[config.mk]
export PLATFORM = sky130hd
export DESIGN_NAME = jk_counter_bank
export DESIGN_NICKNAME = d
export VERILOG_FILES = /design/src/rtl/jk_counter_bank.sv
export SDC_FILE = /design/constraint.sdc
export NUM_CORES = 1
export LEC_CHECK = 0
export ABC_AREA = 1
export CELL_PAD_IN_SITES_DETAIL_PLACEMENT = 1
export CELL_PAD_IN_SITES_GLOBAL_PLACEMENT = 2
export CORE_MARGIN = 10
export CORE_UTILIZATION = 19
export CTS_BUF_LIST = sky130_fd_sc_hd__clkbuf_4 sky130_fd_sc_hd__clkbuf_8 sky130_fd_sc_hd__clkbuf_16
export DETAILED_ROUTE_END_ITERATION = 8
export HOLD_SLACK_MARGIN = 0.15
export PLACE_DENSITY_LB_ADDON = 0.1
export SLEW_MARGIN = 20
export SYNTH_ARGS = -nofsm -noshare
export SYNTH_HDL_FRONTEND = slang
export SYNTH_SLANG_ARGS = --single-unit
[constraint.sdc]
create_clock -name clk -period 1.7 [get_ports clk]
set_clock_uncertainty 0.1 [all_clocks]
set_input_delay 0.34 -clock clk [delete_from_list [all_inputs] [get_ports clk]]
set_output_delay 0.34 -clock clk [all_outputs]
set_load 0.02 [all_outputs]
[src/rtl/jk_counter_bank.sv]
`default_nettype none
// ============================================================================
// Module      : jk_counter_bank
// Description : WIDTH-bit register built from per-bit JK cells. Four modes:
//               per-bit JK, count up, count down and parallel load. Programmable
//               modulus (MAX_COUNT), wrap or saturate at the limits,
//               combinational terminal-count flag and registered event pulse.
// Revision    : 1.0 - initial release
// ----------------------------------------------------------------------------
// Ports
//   clk            in   1      rising-edge clock
//   async_reset_n  in   1      asynchronous active-low reset
//   sync_reset     in   1      synchronous clear, active-high
//   en             in   1      operation enable (0 = hold)
//   mode           in   2      00 JK, 01 up, 10 down, 11 load
//   J, K           in   WIDTH  per-bit JK controls (JK mode)
//   load_val       in   WIDTH  parallel load value (load mode)
//   Q              out  WIDTH  register state, never above MAX_COUNT
//   tc             out  1      terminal count (cycle before wrap/saturate)
//   event_pulse    out  1      one-cycle pulse after a wrap/saturate/clamp
// ============================================================================
module jk_counter_bank #(
  parameter int WIDTH     = 4,
  parameter int MAX_COUNT = (2 ** WIDTH) - 1,
  parameter bit SATURATE  = 1'b0
) (
  input  logic             clk,
  input  logic             async_reset_n,
  input  logic             sync_reset,
  input  logic             en,
  input  logic [1:0]       mode,
  input  logic [WIDTH-1:0] J,
  input  logic [WIDTH-1:0] K,
  input  logic [WIDTH-1:0] load_val,
  output logic [WIDTH-1:0] Q,
  output logic             tc,
  output logic             event_pulse
);

  // --------------------------------------------------------------------------
  // Constants
  // --------------------------------------------------------------------------
  localparam logic [1:0] MODE_JK   = 2'b00;
  localparam logic [1:0] MODE_UP   = 2'b01;
  localparam logic [1:0] MODE_DOWN = 2'b10;
  localparam logic [1:0] MODE_LOAD = 2'b11;

  localparam logic [WIDTH-1:0] MAX_Q  = MAX_COUNT[WIDTH-1:0];
  localparam logic [WIDTH-1:0] ZERO_Q = '0;
  localparam logic [WIDTH-1:0] ONE_Q  = {{(WIDTH-1){1'b0}}, 1'b1};

  // --------------------------------------------------------------------------
  // State
  // --------------------------------------------------------------------------
  logic [WIDTH-1:0] q_q;
  logic [WIDTH-1:0] q_d;
  logic             event_q;
  logic             event_d;

  // Raw per-bit JK result before the modulus clamp.
  logic [WIDTH-1:0] jk_result;

  // Limit detection shared by next-state and tc. ">=" rather than "==" so a
  // corrupted state above the modulus still heads back into range.
  logic at_max;
  logic at_zero;

  assign at_max  = (q_q >= MAX_Q);
  assign at_zero = (q_q == ZERO_Q);

  // --------------------------------------------------------------------------
  // Per-bit JK cells: Q+ = J & ~Q | ~K & Q  (00 hold, 01 clear, 10 set,
  // 11 toggle).
  // --------------------------------------------------------------------------
  for (genvar i = 0; i < WIDTH; i++) begin : g_bit
    assign jk_result[i] = (J[i] & ~q_q[i]) | (~K[i] & q_q[i]);
  end

  // --------------------------------------------------------------------------
  // Next-state logic
  // --------------------------------------------------------------------------
  always_comb begin
    q_d     = q_q;
    event_d = 1'b0;

    if (sync_reset) begin
      // Clear wins over everything, including any wrap that would have
      // happened on this edge.
      q_d     = ZERO_Q;
      event_d = 1'b0;
    end else if (en) begin
      case (mode)
        MODE_JK: begin
          if (jk_result > MAX_Q) begin
            q_d     = MAX_Q;
            event_d = 1'b1;
          end else begin
            q_d = jk_result;
          end
        end

        MODE_UP: begin
          if (at_max) begin
            q_d     = SATURATE ? MAX_Q : ZERO_Q;
            event_d = 1'b1;
          end else begin
            q_d = q_q + ONE_Q;
          end
        end

        MODE_DOWN: begin
          if (at_zero) begin
            q_d     = SATURATE ? ZERO_Q : MAX_Q;
            event_d = 1'b1;
          end else if (q_q > MAX_Q) begin
            // Out-of-range state cannot arise normally; pull it to the limit.
            q_d = MAX_Q;
          end else begin
            q_d = q_q - ONE_Q;
          end
        end

        MODE_LOAD: begin
          if (load_val > MAX_Q) begin
            q_d     = MAX_Q;
            event_d = 1'b1;
          end else begin
            q_d = load_val;
          end
        end

        default: begin
          q_d     = q_q;
          event_d = 1'b0;
        end
      endcase
    end
  end

  // --------------------------------------------------------------------------
  // State register
  // --------------------------------------------------------------------------
  always_ff @(posedge clk or negedge async_reset_n) begin
    if (!async_reset_n) begin
      q_q     <= ZERO_Q;
      event_q <= 1'b0;
    end else begin
      q_q     <= q_d;
      event_q <= event_d;
    end
  end

  // --------------------------------------------------------------------------
  // Outputs
  // --------------------------------------------------------------------------
  assign Q           = q_q;
  assign event_pulse = event_q;

  // Terminal count looks only at the counting modes; JK/load clamps are
  // reported solely through event_pulse.
  assign tc = en & ~sync_reset &
              (((mode == MODE_UP) & (q_q == MAX_Q)) |
               ((mode == MODE_DOWN) & at_zero));

endmodule
`default_nettype wire

==> impl_metrics.prom <==
# TYPE chip_impl_metric gauge
chip_impl_info{name="status",value="finished with violations"} 1
chip_impl_info{name="failed_checks",value="negative setup slack"} 1
chip_impl_info{name="combinational_family_with_the_most_area_after_synthesis",value="simple AND/OR/NAND/NOR gates"} 1
chip_impl_info{name="r2r_start",value="Q[0]"} 1
chip_impl_metric{name="layout_setup_ws",unit="ns"} -0.138
chip_impl_metric{name="initial_core_util",unit="%"} 20.5
chip_impl_metric{name="final-setup-viol-count",unit=""} 2
chip_impl_metric{name="grt_overflow",unit=""} 0
chip_impl_metric{name="ys_warn_count",unit=""} 0
chip_impl_metric{name="global_route.usage.total",unit="%"} 9.07
chip_impl_metric{name="synth_cell_type_count",unit=""} 21
chip_impl_metric{name="clock_buffer_depth",unit=""} 2
chip_impl_metric{name="port_buffers",unit=""} 23
chip_impl_metric{name="fillers",unit=""} 329
chip_impl_metric{name="drc_violations_left",unit=""} 0
chip_impl_info{name="cts_tree",value="yes"} 1
chip_impl_metric{name="first_pass_iters",unit=""} 2
chip_impl_metric{name="timing_worst_slew_pin_value",unit="ns"} 0.332
chip_impl_metric{name="via_count",unit=""} 754
chip_impl_metric{name="synth_seq_area_share",unit="%"} 24.0
chip_impl_metric{name="average_wire_per_standard_cell",unit="um"} 13.6
chip_impl_metric{name="cts_inserted_buffers",unit=""} 3
chip_impl_metric{name="p_leak",unit="nW"} 0.492
chip_impl_metric{name="post-place-ws",unit="ns"} -0.752
chip_impl_metric{name="r2r_cells",unit=""} 9
chip_impl_info{name="crit_path_cell_trace",value="inv_2 -> ha_4 -> inv_2 -> nor2_4 -> nand3_4 -> a21oi_4 -> buf_6"} 1
chip_impl_metric{name="worst_path_arrival_time",unit="ns"} 1.40
chip_impl_metric{name="timing.critical_path.fanout_max",unit=""} 3
chip_impl_info{name="cpMaxStageDelayCell",value="sky130_fd_sc_hd__dfrtp_2"} 1
chip_impl_metric{name="postSynthRegisterBits",unit=""} 5
chip_impl_metric{name="cells_after_synth",unit=""} 81
chip_impl_metric{name="synthesis.area",unit="sq um"} 520
chip_impl_metric{name="worst_hold_slack",unit="ns"} 0.219
chip_impl_metric{name="finish.utilization",unit="%"} 42.5
chip_impl_metric{name="finalWirelength",unit="um"} 2250
chip_impl_info{name="crit_top_cell",value="sky130_fd_sc_hd__inv_2"} 1
chip_impl_metric{name="ios",unit=""} 24
chip_impl_metric{name="syn-mean-instance-area",unit="sq um"} 6.43
chip_impl_metric{name="cts_max_level",unit=""} 1
chip_impl_metric{name="maxCapViolCount",unit=""} 0
chip_impl_metric{name="setup_tns",unit="ns"} -0.226
chip_impl_metric{name="ant_nets",unit=""} 0
chip_impl_metric{name="antenna-diode-count",unit=""} 0
chip_impl_metric{name="antenna_violations_before_repair",unit=""} 0
chip_impl_metric{name="worst_ir_drop_vdd",unit="mV"} 0.393
chip_impl_metric{name="dp_hpwl",unit="um"} 1890
chip_impl_metric{name="die_y",unit="um"} 72.3
chip_impl_metric{name="clkTransAtPathRegs",unit="ns"} 0.04
chip_impl_metric{name="yosys.area_share.adder",unit="%"} 4.81
chip_impl_metric{name="synth-compound-area-share",unit="%"} 15.9
chip_impl_metric{name="slew_headroom",unit="%"} 77.8
chip_impl_metric{name="timing.final.hold_violations",unit=""} 0
chip_impl_metric{name="first_pass_grt_wire_length",unit="um"} 3810
chip_impl_info{name="ctsRootBufferMaster",value="sky130_fd_sc_hd__clkbuf_4"} 1
chip_impl_metric{name="design.core.area",unit="sq mm"} 0.00254
chip_impl_metric{name="route.detailed.vias_per_inst",unit=""} 4.57
chip_impl_metric{name="rows",unit=""} 18
chip_impl_metric{name="detailedRoute.firstIterationViolations",unit=""} 10
chip_impl_metric{name="timing.final.crit_share",unit="%"} 108
chip_impl_info{name="timing.critical_path.max_delay_family",value="flip-flops"} 1
chip_impl_info{name="worst-setup-path-type",value="flip-flop to output pin"} 1
chip_impl_metric{name="post_route_cells_drive_above_1_share",unit="%"} 44.4
chip_impl_metric{name="multi_input_area",unit="sq um"} 405
chip_impl_info{name="critical_path.reg2reg.endpoint",value="event_pulse"} 1
chip_impl_metric{name="timing.critical_path.buf_inv",unit=""} 3
chip_impl_metric{name="final-max-slew-violation-count",unit=""} 0
chip_impl_info{name="rsz0062_at_grt",value="true"} 1
chip_impl_metric{name="regToRegSetupSlack",unit="ns"} -0.09
chip_impl_metric{name="powerDensity",unit="mW/mm^2"} 518
chip_impl_metric{name="synth_fp_nets",unit=""} 101
chip_impl_metric{name="final.min_clock_period",unit="ns"} 1.84
chip_impl_metric{name="grt_pass1_vias",unit=""} 872
chip_impl_info{name="kind_of_end_point_of_the_critical_path",value="output pin"} 1
chip_impl_metric{name="final-seq-area",unit="sq um"} 128
chip_impl_info{name="hp-class",value="input port to asynchronous set/reset pin"} 1
chip_impl_metric{name="floorplan.die.width",unit="um"} 72.3
chip_impl_metric{name="maximum_number_of_pins_on_one_net_before_global_route_repair",unit=""} 8
chip_impl_info{name="cp_launch_type",value="flip-flop"} 1
chip_impl_metric{name="worst_skew_pair.late_latency",unit="ns"} 0.24
chip_impl_metric{name="synth.area.mux_share",unit="%"} 0
chip_impl_metric{name="cts.sink_count",unit=""} 5
chip_impl_metric{name="maximum_achievable_frequency",unit="GHz"} 0.544
chip_impl_metric{name="synth-xor-area-share",unit="%"} 0
chip_impl_metric{name="design_power_total",unit="mW"} 0.560
chip_impl_metric{name="post_synth_and_or_nand_nor_area_fraction",unit="%"} 42.8
chip_impl_metric{name="timing.critical_path.slowest_cell_delay",unit="ns"} 0.41
chip_impl_metric{name="routability_cong",unit=""} 0.806
chip_impl_metric{name="nNetsFinal",unit=""} 156
chip_impl_metric{name="full_die_area",unit="sq mm"} 0.00523
chip_impl_metric{name="flow.area_growth_from_synthesis",unit="%"} 108
chip_impl_metric{name="critical_path_required",unit="ns"} 1.26
per-stage QoR:
step           instance area, sq um  std cells
2_1_floorplan                   534         81
3_3_place_gp                    943        153
3_5_place_dp                    943        153
4_1_cts                        1040        163
5_1_grt                        1080        165
6_report                       1080        165
layer usage:
layer,global-route usage [%],wire length [um]
met1,9.47,942
met3,2.86,87
met5,0,0
met2,16.3,1190
met4,3.66,23
sequential cells by signal, indices dropped and copies added, names as in the netlist:
register and cells:
Q 4, event_pulse 1
synth_stat cells:
cell,count,share of area [%]
sky130_fd_sc_hd__nand2_1,19,14
sky130_fd_sc_hd__nand3_1,10,9.6
sky130_fd_sc_hd__inv_1,8,5.8
sky130_fd_sc_hd__nor2_1,7,5.0
sky130_fd_sc_hd__a21oi_1,5,4.8
sky130_fd_sc_hd__dfrtp_1,5,24
sky130_fd_sc_hd__nand4_1,4,4.8
sky130_fd_sc_hd__o21ai_1,4,3.8
sky130_fd_sc_hd__inv_2,3,2.2
sky130_fd_sc_hd__ha_1,2,4.8
sky130_fd_sc_hd__nand3_2,2,3.8
sky130_fd_sc_hd__nor2_2,2,2.4
sky130_fd_sc_hd__o211ai_1,2,2.9
sky130_fd_sc_hd__a21oi_2,1,1.7
sky130_fd_sc_hd__buf_2,1,0.96
sky130_fd_sc_hd__buf_4,1,1.4
sky130_fd_sc_hd__buf_6,1,2.2
sky130_fd_sc_hd__nor2_4,1,2.2
sky130_fd_sc_hd__o21ai_0,1,0.96
sky130_fd_sc_hd__o21ai_2,1,1.7
sky130_fd_sc_hd__or2_0,1,1.2
how the worst max path moves through the flow:
stage | startpoint | endpoint | slack [ns] | cells past startpoint
global placement | mode[1] | tc | -0.70 | 5
floorplan | Q[0] | tc | 0.003 | 6
global route | Q[0] | tc | -0.22 | 5
CTS | Q[0] | tc | -0.22 | 7
finish | Q[0] | tc | -0.14 | 7
detailed placement | mode[1] | tc | -0.75 | 5
report_power, final:
part	leakage (nW)	total, mW	internal (mW)	switching [mW]
clock	0.0184	0.152	0.105	0.0471
combinational	0.410	0.270	0.140	0.130
sequential	0.0644	0.138	0.129	0.00942
total	0.492	0.560	0.373	0.187
cell usage in the layout, fill, tap and decap left out, types with 3 or more instances in the layout:
master	instances
sky130_fd_sc_hd__a21oi_1	3
sky130_fd_sc_hd__buf_4	30
sky130_fd_sc_hd__clkbuf_2	3
sky130_fd_sc_hd__clkbuf_4	4
sky130_fd_sc_hd__clkdlybuf4s50_1	16
sky130_fd_sc_hd__dfrtp_1	3
sky130_fd_sc_hd__inv_1	5
sky130_fd_sc_hd__inv_2	6
sky130_fd_sc_hd__nand2_1	19
sky130_fd_sc_hd__nand3_1	9
sky130_fd_sc_hd__nand4_1	4
sky130_fd_sc_hd__nor2_1	5
sky130_fd_sc_hd__nor2_4	3
sky130_fd_sc_hd__o21ai_1	4
cell families (layout without fill, tap and decap cells):
group	Yosys count	after routing
AND/OR/NAND/NOR	46	46
AO/OA/AOI/OAI	14	14
buffers and inverters	14	68
flip-flops	5	5
adder cells (fa/ha/maj)	2	2
final cells by class:
| cell class | count | share of cell area [%] |
|---|---|---|
| timing repair buffer | 53 | 40.6 |
| multi-input combinational | 62 | 37.5 |
| sequential | 5 | 11.8 |
| inverter | 11 | 3.82 |
| tap | 30 | 3.47 |
| clock buffer | 4 | 2.78 |
what timing repair did:
item / CTS / global route
pin swaps: 4 / 3
buffers inserted: 6 / 2
endpoints found under the setup margin: 5 / 7
gates resized for setup: 21 / 13
hold buffers: 0 / 0
endpoints found under the hold margin: 0 / 0
(Power assumes the default switching activity.)
